$ cat config.mk
export PLATFORM = sky130hd
export DESIGN_NAME = ni_packetizer
export DESIGN_NICKNAME = d
export VERILOG_FILES = /design/src/rtl/ni_packetizer.sv
export SDC_FILE = /design/constraint.sdc
export NUM_CORES = 1
export LEC_CHECK = 0
export BUFFER_PORTS_ARGS = -buffer_cell sky130_fd_sc_hd__buf_4
export CORE_UTILIZATION = 54
export CTS_CLUSTER_SIZE = 20
export DETAILED_ROUTE_END_ITERATION = 7
export GPL_ROUTABILITY_DRIVEN = 0
export HOLD_SLACK_MARGIN = 0.1
export PLACE_DENSITY = 0.94
export SLEW_MARGIN = 20
export SYNTH_ARGS = -nofsm -noshare
export SYNTH_HDL_FRONTEND = slang
export SYNTH_SLANG_ARGS = --single-unit
$ cat constraint.sdc
create_clock -name clk -period 5 [get_ports clk]
set_input_delay 1 -clock clk [delete_from_list [all_inputs] [get_ports clk]]
set_output_delay 1 -clock clk [all_outputs]
set_load 0.01 [all_outputs]
$ cat src/rtl/ni_packetizer.sv
// Injection-side network interface: turns a packet request plus payload words
// into head/body/tail flits for the router local port, under credit flow control.
module ni_packetizer #(
  parameter int X_WIDTH    = 2,
  parameter int Y_WIDTH    = 2,
  parameter int DATA_WIDTH = 32,
  parameter int LEN_WIDTH  = 4,
  parameter int BUF_DEPTH  = 4
) (
  input  logic                  clk,
  input  logic                  rst,
  input  logic [X_WIDTH-1:0]    id_x,
  input  logic [Y_WIDTH-1:0]    id_y,
  input  logic                  req_valid,
  output logic                  req_ready,
  input  logic [X_WIDTH:0]      req_dst_x,
  input  logic [Y_WIDTH:0]      req_dst_y,
  input  logic [LEN_WIDTH-1:0]  req_len,
  input  logic                  data_valid,
  output logic                  data_ready,
  input  logic [DATA_WIDTH-1:0] data_in,
  output logic                  flit_valid,
  output logic [DATA_WIDTH+1:0] flit_out,
  input  logic                  credit_in,
  output logic                  credit_err
);

  localparam int CNT_WIDTH = $clog2(BUF_DEPTH + 1);
  localparam int HEAD_BITS = 2 * (X_WIDTH + 1) + X_WIDTH + Y_WIDTH + LEN_WIDTH;
  localparam logic [CNT_WIDTH-1:0] CREDIT_MAX = CNT_WIDTH'(BUF_DEPTH);

  localparam logic [1:0] FLIT_BODY   = 2'b00;
  localparam logic [1:0] FLIT_HEAD   = 2'b01;
  localparam logic [1:0] FLIT_TAIL   = 2'b10;
  localparam logic [1:0] FLIT_SINGLE = 2'b11;

  typedef enum logic [1:0] {
    S_IDLE,
    S_HEAD,
    S_BODY
  } state_e;

  state_e                  state_q;
  logic [X_WIDTH:0]        dst_x_q;
  logic [Y_WIDTH:0]        dst_y_q;
  logic [X_WIDTH-1:0]      src_x_q;
  logic [Y_WIDTH-1:0]      src_y_q;
  logic [LEN_WIDTH-1:0]    len_q;
  logic [LEN_WIDTH-1:0]    rem_q;
  logic [CNT_WIDTH-1:0]    credits_q, credits_d;
  logic                    credit_err_q, credit_err_d;
  logic                    flit_valid_q;
  logic [DATA_WIDTH+1:0]   flit_q, flit_d;

  logic                    has_credit;
  logic                    head_send;
  logic                    body_send;
  logic                    send;
  logic [HEAD_BITS-1:0]    head_fields;

  assign has_credit  = (credits_q != '0);
  assign head_send   = (state_q == S_HEAD) && has_credit;
  assign body_send   = (state_q == S_BODY) && has_credit && data_valid;
  assign send        = head_send || body_send;

  // Route computation reads these fields LSB first; upper payload bits stay zero.
  assign head_fields = {len_q, src_y_q, src_x_q, dst_y_q, dst_x_q};

  // NOTE: each signal driven here gets a default first so no latch is inferred.
  always_comb begin
    flit_d = flit_q;
    if (head_send) begin
      flit_d = {(len_q == '0) ? FLIT_SINGLE : FLIT_HEAD, DATA_WIDTH'(head_fields)};
    end else if (body_send) begin
      flit_d = {(rem_q == LEN_WIDTH'(1)) ? FLIT_TAIL : FLIT_BODY, data_in};
    end
  end

  always_comb begin
    credits_d    = credits_q;
    credit_err_d = credit_err_q;
    if (send && !credit_in) begin
      credits_d = credits_q - 1'b1;
    end else if (!send && credit_in) begin
      // A returned credit with a full counter means the router and NI disagree.
      if (credits_q == CREDIT_MAX) begin
        credit_err_d = 1'b1;
      end else begin
        credits_d = credits_q + 1'b1;
      end
    end
  end

  // NOTE: sequential state uses non-blocking assignments so every flop samples pre-edge values.
  always_ff @(posedge clk or posedge rst) begin
    if (rst) begin
      state_q      <= S_IDLE;
      dst_x_q      <= '0;
      dst_y_q      <= '0;
      src_x_q      <= '0;
      src_y_q      <= '0;
      len_q        <= '0;
      rem_q        <= '0;
      credits_q    <= CREDIT_MAX;
      credit_err_q <= 1'b0;
      flit_valid_q <= 1'b0;
      flit_q       <= '0;
    end else begin
      credits_q    <= credits_d;
      credit_err_q <= credit_err_d;
      flit_valid_q <= send;
      flit_q       <= flit_d;
      case (state_q)
        S_IDLE: begin
          if (req_valid) begin
            dst_x_q <= req_dst_x;
            dst_y_q <= req_dst_y;
            src_x_q <= id_x;
            src_y_q <= id_y;
            len_q   <= req_len;
            state_q <= S_HEAD;
          end
        end
        S_HEAD: begin
          if (has_credit) begin
            rem_q   <= len_q;
            state_q <= (len_q == '0) ? S_IDLE : S_BODY;
          end
        end
        S_BODY: begin
          if (body_send) begin
            rem_q <= rem_q - 1'b1;
            if (rem_q == LEN_WIDTH'(1)) begin
              state_q <= S_IDLE;
            end
          end
        end
        default: state_q <= S_IDLE;
      endcase
    end
  end

  assign req_ready  = (state_q == S_IDLE);
  assign data_ready = (state_q == S_BODY) && has_credit;
  assign flit_valid = flit_valid_q;
  assign flit_out   = flit_q;
  assign credit_err = credit_err_q;

endmodule

======== Word level (Yosys, flattened, before mapping) ========
Index checks and enable logic that the tools add are counted.
cells by class
  add/subtract/negate cells ............... 3
  equality and inequality tests ........... 9
  mux-type cells .......................... 16
  bitwise logic cells ..................... 1
  reductions and logical operators ........ 19
operators by type and width
  kind                                                                   number
  34-bit two-way mux                                                     2
  2-bit two-way mux                                                      7
  3-bit two-way mux                                                      3
  4-bit two-way mux                                                      2
  2-bit != test, second input constant                                   4
  4-bit case mux with 2 select lines                                     1
  2-bit case mux with 3 select lines                                     1
  3-bit AND reduction                                                    2
  2-bit nonzero test                                                     3
  1-bit logical AND                                                      5
  4-bit by 1-bit equality test with 1-bit output, second input constant  1
  4-bit logical NOT                                                      1
  2-bit AND reduction                                                    2
  4-bit AND reduction                                                    1
  4-bit by 1-bit subtractor with 4-bit output, second input constant     1
  3-bit by 1-bit adder with 3-bit output, second input constant          1
  3-bit equality test, second input constant                             1
  3-bit nonzero test                                                     1
  3-bit by 1-bit subtractor with 3-bit output, second input constant     1
  2-bit by 1-bit equality test with 1-bit output, second input constant  1
  2-bit equality test, second input constant                             1
  1-bit logical NOT                                                      2
  2-bit logical NOT                                                      1
  2-bit by 1-bit != test with 1-bit output, second input constant        1
  2 further kinds                                                        2
storage, ports and cells
  bits in registers ....................... 59
  bits of input ports ..................... 51
  output and inout port bits .............. 38
  logic and storage cells ................. 59

======== Depth between registers and ports, before layout ========
  depth in word-level cells ............... 8
  mapped depth ............................ 11
  depth with buffers taken out ............ 8

======== Least setup slack after synthesis ========
OpenSTA, ideal clock, no wires.
  path type ............................... input-to-reg
  from .................................... input data_valid
  to ...................................... register credits_q[2]
  library setup time ...................... 0.087 ns
  arrival time ............................ 2.736 ns
  slack ................................... 2.177 ns
  stages .................................. 10
  path through ............................ nand3b_4 > a21oi_2 > buf_6 > buf_6 > ha_1 > inv_1 > fa_1 > or2_2 > o21ai_0 > a31oi_1
on the way
  word-level cells in the longest chain between the ends .. 6
  elaborated cells on any way between the ends .. 9
  those cells by class .................... 1 x eq/ne; 1 x mux; 7 x reduce/logical
ends and longest elaborated chain
  item                                  RTL line  text
  start, declared                       19        input logic data_valid,
  1-bit logical AND *                   63        assign body_send = (state_q == S_BODY) && has_credit && data_valid;
  1-bit logical OR *                    64        assign send = head_send || body_send;
  net send                              58        logic send;
  1-bit logical NOT                     84        end else if (!send && credit_in) begin
  1-bit logical AND                     84
  2-bit nonzero test (no source line)   -
  2-bit AND reduction (no source line)  -
  end signal, assigned                  109       credits_q <= credits_d;
  end, declared                         50        logic [CNT_WIDTH-1:0] credits_q, credits_d;
Mark *: on every way through the listed nets, which the timed path passes. The rest lies on a longest branch.
A chain may end at the register's enable or synchronous reset.

======== Final worst setup path ========
  from .................................... register credits_q[0]
  to ...................................... output data_ready
on the way
  word-level cells in the longest chain between the ends .. 2
ends and longest elaborated chain
  item                RTL line  text
  3-bit nonzero test  61        assign has_credit = (credits_q != '0);
  1-bit logical AND   144       assign data_ready = (state_q == S_BODY) && has_credit;
  end, declared       20        output logic data_ready,
Every way passes these cells.

==> flow_summary_export.csv <==
group,metric,value,unit
outcome,run_status,"finished, final reports clean",
synthesis,synth_async_sr_flop_share,100.0,%
drt,wirelength,6.454,mm
synthesis,avgSynthCellArea,12.76,um2
clock_network,cts.sinks,59,
setup_path,start_kind,"flip-flop",
sta,period_minus_slack,2816,ps
sta,tightest_slew,1013,ps
grt,met3_usage,7.044,%
placement,port_buffers,88,
grt,overflow,0,
clock_network,clock_path_buffers,2,
clock_network,cts_setup_buffers,0,
hold_path,hp-class,"reg2reg",
die,pin_count,89,
clock_network,root_buffer,"clkbuf_8",
drt,via_per_inst,5.690,
pwr,total_power,2.351,mW
die,initial_core_util,56.81,%
sta,timing.hold.ws,476.8,ps
pwr,leakage,1.662,nW
die,die_w,72.96,um
flow_run,timing.max_cap.violations,0,
drt,dr.first_iter.drc_count,194,
pwr,p_per_area,661.5,nW/um2
cells_and_area,drive_gt1_share,44.08,%
setup_path,r2r_cells,9,
drt,ant_nets,0,
setup_path,required,4000,ps
grt,grt-busiest-layer,"met2",
clock_network,clk_pin_slew,60,ps
grt,grt_util_all_layers,26.32,%
setup_path,rr_endpoint,"credits_q[2]",
drt,first_pass_iters,4,
sta,max-slew-margin-rel,32.23,%
grt,grt_use_met1,32.53,%
hold_path,whs_endpoint,"credit_err",
die,row_count,25,
cells_and_area,final_util,74.25,%
synthesis,synth_nets,269,
clock_network,cts_buffers,9,
sta,setup_viol,0,
sta,finalMaxSlewViolations,0,
die,die_h,72.96,um
synthesis,netlist_area,2719,um2
setup_path,rrSetupSlack,2350,ps
grt,use_met2,42.58,%
grt,grt_pass1_vias,2171,
clock_network,cts_tree,"built",
sta,hold_viol,0,
setup_path,endpoint_kind,"output pin",
cells_and_area,nNetsFinal,355,
hold_path,min_from,"credit_err",
die,core-area,4786,um2
synthesis,seq_area_frac_synth,54.35,%
synthesis,ys_ff_latch,59,
drt,drc,0,
clock_network,htreeDepth,3,
cells_and_area,area_growth,30.69,%
clock_network,hold_buffers,0,
sta,final.setup_skew,8.547,ps
placement,hpwlAfterDp,4.555,mm
drt,vias,2111,
sta,clock.fmax,355.1,MHz
grt,antenna_found_initial,0,
setup_path,critical_path_class,"reg2out",
synthesis,ys.warnings.count,0,
sta,rsz0062_at_grt,"no",
synthesis,synthCells,213,
die,die_area,5322,um2
pwr,peakVddDrop,0.3993,mV
synthesis,ys_types,52,
cells_and_area,n_antenna_cell,0,
grt,grt_max_degree,60,
grt,grt_pass1_wl,10.23,mm
synthesis,synth_edf_count,0,
setup_path,crit_arrival,1820,ps
sta,timing.final.crit_share,56.32,%
clock_network,post_cts_resize_count,0,
drt,wl_per_cell,17.40,um
clock_network,clock_latency,340,ps
hold_path,hold_path_depth,1,
synthesis,synthFlopType,"dfrtp_1",
setup_path,r2r-start,"state_q[1]",
setup_path,cp_max_fo,26,
sta,setup-tns-final,0,ps
## metal layers
layer  share of wire (%)  up-vias
li1                    -      964
met1                  39     1041
met2                  53       80
met3                 5.1       26
met4                 3.1        0
met5                   0        -
## worst max-delay path, cell delays in order, from the launching register on
cell	delay (ps)
dfrtp_1	470
nor3_4	730
nor2_1	110
buf_4	180
## kinds of logic after synthesis
family,after synthesis,synth area share (%)
AO/OA/AOI/OAI,56,17.26
buffers and inverters,26,6.350
multiplexers,18,7.317
AND/OR/NAND/NOR,48,11.83
adder cells (fa/ha/maj),5,2.577
XOR/XNOR,1,0.3222
flip-flops,59,54.35
## cell usage after synthesis, types with 2 or more instances
master | n | area share, %
dfrtp_1 | 58 | 53
or3_1 | 15 | 3.5
a22o_1 | 13 | 4.2
mux2_2 | 13 | 5.4
inv_1 | 10 | 1.4
o221a_1 | 9 | 3.7
a21oi_1 | 8 | 1.5
nand3_1 | 7 | 1.3
nor2_1 | 7 | 0.97
buf_6 | 6 | 2.5
o21ai_0 | 6 | 1.1
buf_2 | 5 | 0.92
o221a_2 | 5 | 2.1
ha_1 | 4 | 1.8
mux2i_1 | 3 | 1.1
a21o_1 | 2 | 0.55
a2bb2oi_1 | 2 | 0.64
buf_4 | 2 | 0.55
mux2_1 | 2 | 0.83
nand2_1 | 2 | 0.28
nor2b_1 | 2 | 0.46
nor3b_1 | 2 | 0.55
## worst max-delay path by stage
stage | slack, ps | endpoint | start | cells after the start
after floorplan | 2180 | credits_q[2] | data_valid | 10
after global placement | 2030 | credits_q[2] | data_valid | 10
after detailed placement | 1880 | credits_q[2] | data_valid | 10
after CTS | 2170 | data_ready | credits_q[0] | 3
after global routing | 2040 | data_ready | credits_q[0] | 3
final | 2180 | data_ready | credits_q[0] | 3
## final cells by class
type / count / area, um2
multi-input cells: 128 / 1069
clock inverters: 1 / 30.03
fillers: 310 / 1232
well taps: 67 / 83.83
clock buffers: 15 / 176.4
inverters: 11 / 41.29
repair buffers: 90 / 675.6
flip-flops and latches: 59 / 1478
## sequential cells by signal, indices dropped and copies added, names as in the netlist
| signal | flops |
|---|---|
| flit_valid | 1 |
| dst_x_q | 3 |
| src_x_q | 2 |
| len_q | 4 |
| dst_y_q | 3 |
| credits_q | 3 |
| state_q | 2 |
| rem_q | 4 |
| credit_err | 1 |
| flit_out | 34 |
| src_y_q | 2 |
## placed cells by master (no fill, tap or decap), types with 2 or more instances in the layout
cell type / netlist / layout
clkbuf_8: 0 / 12
nand2_1: 2 / 2
buf_4: 2 / 90
mux2i_1: 3 / 3
ha_1: 4 / 4
a21o_1: 2 / 2
a21oi_1: 8 / 8
inv_2: 1 / 2
or3_1: 15 / 15
o221a_2: 5 / 5
a22o_1: 13 / 13
clkbuf_1: 1 / 3
o221a_1: 9 / 9
nor3b_1: 2 / 2
mux2_1: 2 / 2
a2bb2oi_1: 2 / 2
mux2_2: 13 / 13
nor2b_1: 2 / 2
inv_1: 10 / 9
nand3_1: 7 / 7
nor2_1: 7 / 7
dfrtp_1: 58 / 58
o21ai_0: 6 / 6
## power by group
part	switching (mW)	internal [mW]
logic	0.484	0.532
registers	0.173	0.707
clock network	0.182	0.272
## per-stage QoR
stage / worst slack (ps) / std cells / area, um2
floorplan: 2177 / 213 / 2719
global placement: 2029 / 355 / 3347
detailed placement: 1876 / 355 / 3347
CTS: 2167 / 371 / 3553
global route: 2035 / 371 / 3553
finish: 2184 / 371 / 3553
Power figures use the tool's default switching activity.
